===== src/rtl/if_prefetch_queue_if.sv =====
// if_prefetch_queue_if: fetch-side and decode-side handshake bundle for the
// instruction prefetch queue. The master modport is the queue's own view.
interface if_prefetch_queue_if #(
  parameter int ADDR_W = 32
);
  logic              im_req;
  logic [ADDR_W-1:0] im_addr;
  logic              im_ready;
  logic              im_rvalid;
  logic [31:0]       im_rdata;
  logic              id_valid;
  logic [31:0]       id_inst;
  logic [ADDR_W-1:0] id_pc;
  logic [ADDR_W-1:0] id_pc4;
  logic              id_pred_taken;
  logic              id_ready;
  logic              redirect;
  logic [ADDR_W-1:0] redirect_pc;

  modport master (
    output im_req, im_addr, id_valid, id_inst, id_pc, id_pc4, id_pred_taken,
    input  im_ready, im_rvalid, im_rdata, id_ready, redirect, redirect_pc
  );

  modport slave (
    input  im_req, im_addr, id_valid, id_inst, id_pc, id_pc4, id_pred_taken,
    output im_ready, im_rvalid, im_rdata, id_ready, redirect, redirect_pc
  );
endinterface


===== src/rtl/if_prefetch_queue.sv =====
// if_prefetch_queue: instruction-fetch front end. Keeps several IM requests in
// flight, buffers returned words in a DEPTH-entry in-order queue and presents
// one instruction per cycle to decode. A redirect squashes queued and
// in-flight instructions. Requests are only issued when a queue slot is
// reserved for their response, so a returning word can never overflow.
// Optional feature: define IFQ_STATIC_PREDICT_EN to predecode JAL responses
// and redirect fetch internally to the jump target.
module if_prefetch_queue #(
  parameter int              ADDR_W   = 32,
  parameter int              DEPTH    = 4,
  parameter logic [ADDR_W-1:0] RESET_PC = 32'h1000_0000
) (
  input logic                 clk,
  input logic                 rst,
  if_prefetch_queue_if.master bus
);
  localparam int          PW      = $clog2(DEPTH);
  localparam int          CW      = PW + 1;
  localparam logic [31:0] NOP     = 32'h0000_0013;
  localparam logic [CW:0] DEPTH_C = (CW + 1)'(DEPTH);

  logic [ADDR_W-1:0] fetch_pc;
  logic [31:0]       q_inst [DEPTH];
  logic [ADDR_W-1:0] q_pc   [DEPTH];
  logic [DEPTH-1:0]  q_pred;
  logic [CW-1:0]     rd_ptr, wr_ptr, count, outstanding, discard;
  logic [ADDR_W-1:0] tag_mem [DEPTH];
  logic [PW-1:0]     tag_rd, tag_wr;

  logic              credit_ok, resp_keep, pred_hit, issue, push, pop;
  logic [ADDR_W-1:0] resp_pc, next_fetch_pc;
  logic [PW-1:0]     head_idx, wr_idx;

  assign head_idx = rd_ptr[PW-1:0];
  assign wr_idx   = wr_ptr[PW-1:0];
  assign resp_pc  = tag_mem[tag_rd];

`ifdef IFQ_STATIC_PREDICT_EN
  // Sign-extended J-type immediate of a JAL instruction.
  function automatic logic [ADDR_W-1:0] jal_offset(input logic [31:0] inst);
    logic [20:0] imm;
    imm = {inst[31], inst[19:12], inst[20], inst[30:21], 1'b0};
    return {{(ADDR_W - 21){imm[20]}}, imm};
  endfunction

  // Predecode kept responses: a JAL not overridden by an external redirect steers fetch.
  always_comb begin
    pred_hit      = resp_keep && !bus.redirect && (bus.im_rdata[6:0] == 7'b1101111);
    next_fetch_pc = resp_pc + jal_offset(bus.im_rdata);
  end
`else
  // No predecode: fetch advances sequentially until an external redirect.
  always_comb begin
    pred_hit      = 1'b0;
    next_fetch_pc = fetch_pc + ADDR_W'(4);
  end
`endif

  // Issue credit and per-cycle queue events; any redirect blocks issue this cycle.
  always_comb begin
    credit_ok  = ({1'b0, count} + {1'b0, outstanding}) < DEPTH_C;
    resp_keep  = bus.im_rvalid && (discard == CW'(0));
    bus.im_req = !rst && !bus.redirect && !pred_hit && credit_ok;
    issue      = bus.im_req && bus.im_ready;
    push       = resp_keep && !bus.redirect;
    pop        = bus.id_valid && bus.id_ready && !bus.redirect;
  end

  assign bus.im_addr       = fetch_pc;
  assign bus.id_valid      = (count != CW'(0));
  assign bus.id_inst       = bus.id_valid ? q_inst[head_idx] : NOP;
  assign bus.id_pc         = q_pc[head_idx];
  assign bus.id_pc4        = q_pc[head_idx] + ADDR_W'(4);
  assign bus.id_pred_taken = bus.id_valid && q_pred[head_idx];

  // Fetch PC, request tag FIFO, queue storage, pointers and counters.
  always_ff @(posedge clk or posedge rst) begin
    if (rst) begin
      fetch_pc    <= RESET_PC;
      rd_ptr      <= CW'(0);
      wr_ptr      <= CW'(0);
      count       <= CW'(0);
      outstanding <= CW'(0);
      discard     <= CW'(0);
      tag_rd      <= PW'(0);
      tag_wr      <= PW'(0);
      q_pred      <= DEPTH'(0);
      for (int i = 0; i < DEPTH; i++) begin
        q_inst[i]  <= 32'h0;
        q_pc[i]    <= ADDR_W'(0);
        tag_mem[i] <= ADDR_W'(0);
      end
    end else begin
      outstanding <= outstanding + CW'(issue) - CW'(bus.im_rvalid);
      // Every response, kept or discarded, retires the oldest issued tag.
      if (issue) begin
        tag_mem[tag_wr] <= fetch_pc;
        tag_wr          <= tag_wr + PW'(1);
      end
      if (bus.im_rvalid) begin
        tag_rd <= tag_rd + PW'(1);
      end
      if (push) begin
        q_inst[wr_idx] <= bus.im_rdata;
        q_pc[wr_idx]   <= resp_pc;
        q_pred[wr_idx] <= pred_hit;
      end
      if (bus.redirect) begin
        fetch_pc <= bus.redirect_pc;
        rd_ptr   <= wr_ptr;
        count    <= CW'(0);
        discard  <= outstanding - CW'(bus.im_rvalid);
      end else begin
        if (pred_hit) begin
          fetch_pc <= next_fetch_pc;
          discard  <= outstanding - CW'(1);
        end else begin
          if (issue) begin
            fetch_pc <= fetch_pc + ADDR_W'(4);
          end
          if (bus.im_rvalid && (discard != CW'(0))) begin
            discard <= discard - CW'(1);
          end
        end
        if (push) begin
          wr_ptr <= wr_ptr + CW'(1);
        end
        if (pop) begin
          rd_ptr <= rd_ptr + CW'(1);
        end
        count <= count + CW'(push) - CW'(pop);
      end
    end
  end

  if_prefetch_queue_chk #(.DEPTH(DEPTH), .CW(CW)) u_chk (
    .clk         (clk),
    .rst         (rst),
    .count       (count),
    .outstanding (outstanding),
    .discard     (discard),
    .push        (push),
    .pop         (pop)
  );
endmodule

// if_prefetch_queue_chk: occupancy invariants of the prefetch queue.
module if_prefetch_queue_chk #(
  parameter int DEPTH = 4,
  parameter int CW    = 3
) (
  input logic          clk,
  input logic          rst,
  input logic [CW-1:0] count,
  input logic [CW-1:0] outstanding,
  input logic [CW-1:0] discard,
  input logic          push,
  input logic          pop
);
  // Credits never exceed DEPTH and discards are a subset of in-flight requests.
  always @(posedge clk) begin
    if (!rst) begin
      assert (outstanding <= CW'(DEPTH));
      assert (discard <= outstanding);
      assert (({1'b0, count} + {1'b0, outstanding}) <= (CW + 1)'(DEPTH));
      assert (!(push && !pop && (count == CW'(DEPTH))));
    end
  end
endmodule


===== src/flat_wrapper.sv =====
// flat-port wrapper written by rule: the top's interface ports become plain ports
module if_prefetch_queue_flat 
#(
  parameter int              ADDR_W   = 32,
  parameter int              DEPTH    = 4,
  parameter logic [ADDR_W-1:0] RESET_PC = 32'h1000_0000
)
  (clk, rst, bus_im_req, bus_im_addr, bus_id_valid, bus_id_inst, bus_id_pc, bus_id_pc4, bus_id_pred_taken, bus_im_ready, bus_im_rvalid, bus_im_rdata, bus_id_ready, bus_redirect, bus_redirect_pc);
  if_prefetch_queue_if #(.ADDR_W(ADDR_W)) bus_i ();
  input logic clk;
  input logic rst;
  output wire logic [$bits(bus_i.im_req)-1:0] bus_im_req;
  output wire logic [$bits(bus_i.im_addr)-1:0] bus_im_addr;
  output wire logic [$bits(bus_i.id_valid)-1:0] bus_id_valid;
  output wire logic [$bits(bus_i.id_inst)-1:0] bus_id_inst;
  output wire logic [$bits(bus_i.id_pc)-1:0] bus_id_pc;
  output wire logic [$bits(bus_i.id_pc4)-1:0] bus_id_pc4;
  output wire logic [$bits(bus_i.id_pred_taken)-1:0] bus_id_pred_taken;
  input wire logic [$bits(bus_i.im_ready)-1:0] bus_im_ready;
  input wire logic [$bits(bus_i.im_rvalid)-1:0] bus_im_rvalid;
  input wire logic [$bits(bus_i.im_rdata)-1:0] bus_im_rdata;
  input wire logic [$bits(bus_i.id_ready)-1:0] bus_id_ready;
  input wire logic [$bits(bus_i.redirect)-1:0] bus_redirect;
  input wire logic [$bits(bus_i.redirect_pc)-1:0] bus_redirect_pc;
  assign bus_im_req = bus_i.im_req;
  assign bus_im_addr = bus_i.im_addr;
  assign bus_id_valid = bus_i.id_valid;
  assign bus_id_inst = bus_i.id_inst;
  assign bus_id_pc = bus_i.id_pc;
  assign bus_id_pc4 = bus_i.id_pc4;
  assign bus_id_pred_taken = bus_i.id_pred_taken;
  assign bus_i.im_ready = bus_im_ready;
  assign bus_i.im_rvalid = bus_im_rvalid;
  assign bus_i.im_rdata = bus_im_rdata;
  assign bus_i.id_ready = bus_id_ready;
  assign bus_i.redirect = bus_redirect;
  assign bus_i.redirect_pc = bus_redirect_pc;
  if_prefetch_queue #(.ADDR_W(ADDR_W), .DEPTH(DEPTH), .RESET_PC(RESET_PC)) u_core (.clk(clk), .rst(rst), .bus(bus_i));
endmodule

===== config.mk =====
export PLATFORM = sky130hd
export DESIGN_NAME = if_prefetch_queue_flat
export DESIGN_NICKNAME = d
export VERILOG_FILES = /design/src/rtl/if_prefetch_queue_if.sv /design/src/rtl/if_prefetch_queue.sv /design/src/flat_wrapper.sv
export SDC_FILE = /design/constraint.sdc
export NUM_CORES = 1
export LEC_CHECK = 0
export BUFFER_PORTS_ARGS = -buffer_cell sky130_fd_sc_hd__buf_2
export CORE_MARGIN = 4
export CORE_UTILIZATION = 48
export DETAILED_ROUTE_END_ITERATION = 10
export HOLD_SLACK_MARGIN = 0.15
export PLACE_DENSITY_LB_ADDON = 0.12
export SETUP_SLACK_MARGIN = 0.05
export SYNTH_ARGS = -nofsm -noshare
export SYNTH_HDL_FRONTEND = slang
export SYNTH_SLANG_ARGS = --single-unit

===== constraint.sdc =====
create_clock -name clk -period 14.3 [get_ports clk]
set_input_delay 1.43 -clock clk [delete_from_list [all_inputs] [get_ports clk]]
set_output_delay 1.43 -clock clk [all_outputs]
set_load 0.02 [all_outputs]

==> flow_metrics.py <==
metrics = {
    "floorplanning": {
        "io_pins": 201,
        "core_area_um2": 41900,
        "die_x_um": 213,
        "rows": 75,
        "die_y_um": 213,
        "initial_core_util_pct": 48.4,
        "die-area_um2": 45600,
    },
    "cts": {
        "clock_sinks": 437,
        "postCtsResizedCells": 0,
        "htree_levels": 2,
        "clock-root-buffer": "clkbuf_16",
        "clock_path_buffers": 3,
        "numCtsBuffers": 49,
        "ctsHoldBuffers": 0,
        "cts_tree": "built",
        "clk_pin_slew_ps": 60,
        "cts_setup_buffers": 0,
        "clkLatencyLatePin_ps": 580,
    },
    "placement": {
        "dpl.hpwl_um": 28400,
        "place_inst": 2051,
        "numPortBuffers": 200,
        "gp_congestion": 0.765,
    },
    "layout": {
        "drive_gt1_share_pct": 48.4,
        "multi_input_area_um2": 8830,
        "area_growth_syn_to_layout_pct": 14.6,
        "mostFrequentLayoutCells": "dfrtp_1 (433), mux2_2 (378), buf_2 (200)",
        "layout.cells.non_filler": 2138,
        "nets": 1655,
        "register_area_um2": 10900,
        "fill_cells": 3474,
        "layout_commonest_cell": "dfrtp_1",
        "antennaDiodeCount": 0,
    },
    "worst_setup_path": {
        "required_ps": 12870,
        "end_kind": "output port",
        "rr_worst_depth": 8,
        "cp.arrival_ps": 3850,
        "worst-path-max-fanout": 26,
        "critPathKind": "reg2out",
        "startpoint_type": "flop",
    },
    "global_route": {
        "grtUsageTotal_pct": 20.1,
        "grt_max_degree": 156,
        "grt_antenna_before_repair": 0,
        "grt_overflow": 0,
        "grt_pass1_wl_um": 71800,
        "grt_pass1_vias": 12900,
    },
    "detailed_routing": {
        "finalWirelength_um": 45300,
        "drc": 0,
        "avgRoutedWirePerCell_um": 21.2,
        "vias": 12000,
        "antenna_left": 0,
        "dr.pass1.iters": 5,
        "drt-vias-per-instance": 5.61,
        "first_iter_violations": 658,
    },
    "timing": {
        "fin_skew_ps": 20.9,
        "hold_viol": 0,
        "fin_crit_ps": 5280,
        "rsz0062_at_grt": "false",
        "hold_ws_ps": 481,
        "finalCritPeriodShare_pct": 36.9,
        "drv_slew": 0,
        "clock.fmax_ghz": 0.189,
        "fin_tns_setup_ps": 0,
        "relSlewSlack_pct": 24.8,
        "setup_viol": 0,
        "tightest_slew_ps": 1130,
    },
    "pwr": {
        "max-vdd-ir-drop_v": 0.0000918,
        "leakage_nw": 11.3,
        "p_per_area_nw_per_um2": 209,
        "power_mw": 4.85,
    },
    "logic_synthesis": {
        "synthCells": 1394,
        "ys_ff_latch": 437,
        "synth_area_um2": 20300,
        "syn_nets": 1486,
        "seq_area_frac_synth_pct": 54.0,
        "synth_area_per_cell_um2": 14.5,
        "yosys_warnings": 0,
        "synth_cell_types": 52,
    },
    "hold_path": {
        "hold_class": "reg2reg",
        "hold_depth": 1,
    },
    "run_status": {
        "status": "complete, no violations",
    },
    "flow_run": {
        "drv_cap": 0,
    },
}
## layout make-up
cell class                 instances  share of cell area [%]
inverter                          25                   0.436
tap                              539                    2.90
clock buffer                      70                    6.19
timing repair buffer             213                    4.79
clock inverter                    17                   0.507
sequential                       437                    47.1
multi-input combinational        837                    38.0
## metal layers
metal / part of all wire [%] / vias to the layer above / track usage (%)
li1: - / 5419 / -
met1: 45 / 6282 / 27.5
met2: 49 / 239 / 33.8
met3: 4.1 / 61 / 3.45
met4: 2.3 / 0 / 4.97
met5: 0 / - / 0
## power by group
part | internal, mW | leakage, nW | total [mW] | switching (mW)
clock | 0.714 | 0.783 | 1.20 | 0.491
sequential | 1.70 | 5.74 | 1.98 | 0.289
combinational | 0.850 | 4.81 | 1.66 | 0.807
## metrics by stage
step | worst slack (ps) | util (%) | instance area [um^2]
after global placement | 9590 | 51.8 | 21700
final | 9020 | 55.5 | 23200
after global routing | 8700 | 55.5 | 23200
after CTS | 8910 | 55.5 | 23200
after detailed placement | 9540 | 51.8 | 21700
after floorplan | 698 | - | 20300
## sequential cells by signal (all words and copies together) (netlist names)
signal,count
u_core.count,3
u_core.discard,3
u_core.outstanding,3
u_core.tag_mem,128
u_core.q_inst,128
u_core.wr_ptr,2
u_core.q_pc,128
u_core.rd_ptr,2
u_core.tag_rd,2
u_core.bus.im_addr,32
u_core.tag_wr,2
u_core.q_pred,4
## Yosys cell counts (all sizes together)
| cell type | number | area share [%] |
|---|---|---|
| a211o | 1 | 0.043 |
| a21boi | 1 | 0.037 |
| a21o | 1 | 0.037 |
| a21oi | 7 | 0.17 |
| a221o | 7 | 0.35 |
| a22oi | 1 | 0.037 |
| a31oi | 2 | 0.062 |
| a32oi | 1 | 0.043 |
| and2 | 39 | 1.2 |
| and3 | 9 | 0.28 |
| and4 | 3 | 0.13 |
| buf | 39 | 1.1 |
| clkbuf | 56 | 1.0 |
| dfrtp | 436 | 54 |
| dfstp | 1 | 0.13 |
| fa | 2 | 0.20 |
| ha | 20 | 1.2 |
| inv | 25 | 0.46 |
| mux2 | 386 | 21 |
| mux2i | 1 | 0.049 |
| mux4 | 97 | 11 |
| nand2 | 75 | 1.4 |
| nand2b | 1 | 0.031 |
| nand3 | 21 | 0.52 |
| nand3b | 1 | 0.037 |
| nand4 | 12 | 0.37 |
| nand4b | 2 | 0.086 |
| nor2 | 25 | 0.46 |
| nor2b | 2 | 0.062 |
| nor3 | 14 | 0.37 |
| nor3b | 3 | 0.11 |
| nor4 | 8 | 0.28 |
| o211ai | 3 | 0.11 |
| o21ai | 32 | 0.79 |
| o311ai | 3 | 0.13 |
| or2 | 3 | 0.093 |
| or3 | 3 | 0.12 |
| or4 | 2 | 0.074 |
| or4b | 1 | 0.049 |
| xnor2 | 27 | 1.2 |
| xor2 | 21 | 0.91 |
## kinds of logic after synthesis
| logic type | count (synthesis) | synth area share [%] |
|---|---|---|
| compound gates | 59 | 1.81 |
| xor+xnor | 48 | 2.08 |
| fa+ha+maj | 22 | 1.43 |
| buf+inv | 120 | 2.61 |
| flops | 437 | 54.0 |
| mux | 484 | 32.4 |
| simple gates | 224 | 5.66 |
## worst paths after layout
| path | start | end | slack [ps] |
|---|---|---|---|
| max reg2reg | u_core.outstanding[2]$_DFF_PP0_ | u_core.tag_mem[75]$_DFFE_PP0P_ | 10490 |
| max in group asynchronous | rst | u_core.tag_mem[98]$_DFFE_PP0P_ | 11090 |
| min in group asynchronous | rst | u_core.q_pc[28]$_DFFE_PP0P_ | 1090 |
| min | u_core.q_pred[2]$_DFFE_PP0P_ | u_core.q_pred[2]$_DFFE_PP0P_ | 480 |
| min reg2reg | u_core.q_pred[2]$_DFFE_PP0P_ | u_core.q_pred[2]$_DFFE_PP0P_ | 480 |
| max | u_core.rd_ptr[0]$_DFFE_PP0P_ | bus_id_pc4[28] | 9020 |
## worst max-delay path: stages, from the launching register on
cell     delay, ps
dfrtp_4        680
mux4_1         510
ha_1           250
nand4_1        200
or4_1          670
or3_4          450
nor2_1         140
xor2_1         170
buf_2          190
Power figures use the tool's default switching activity.
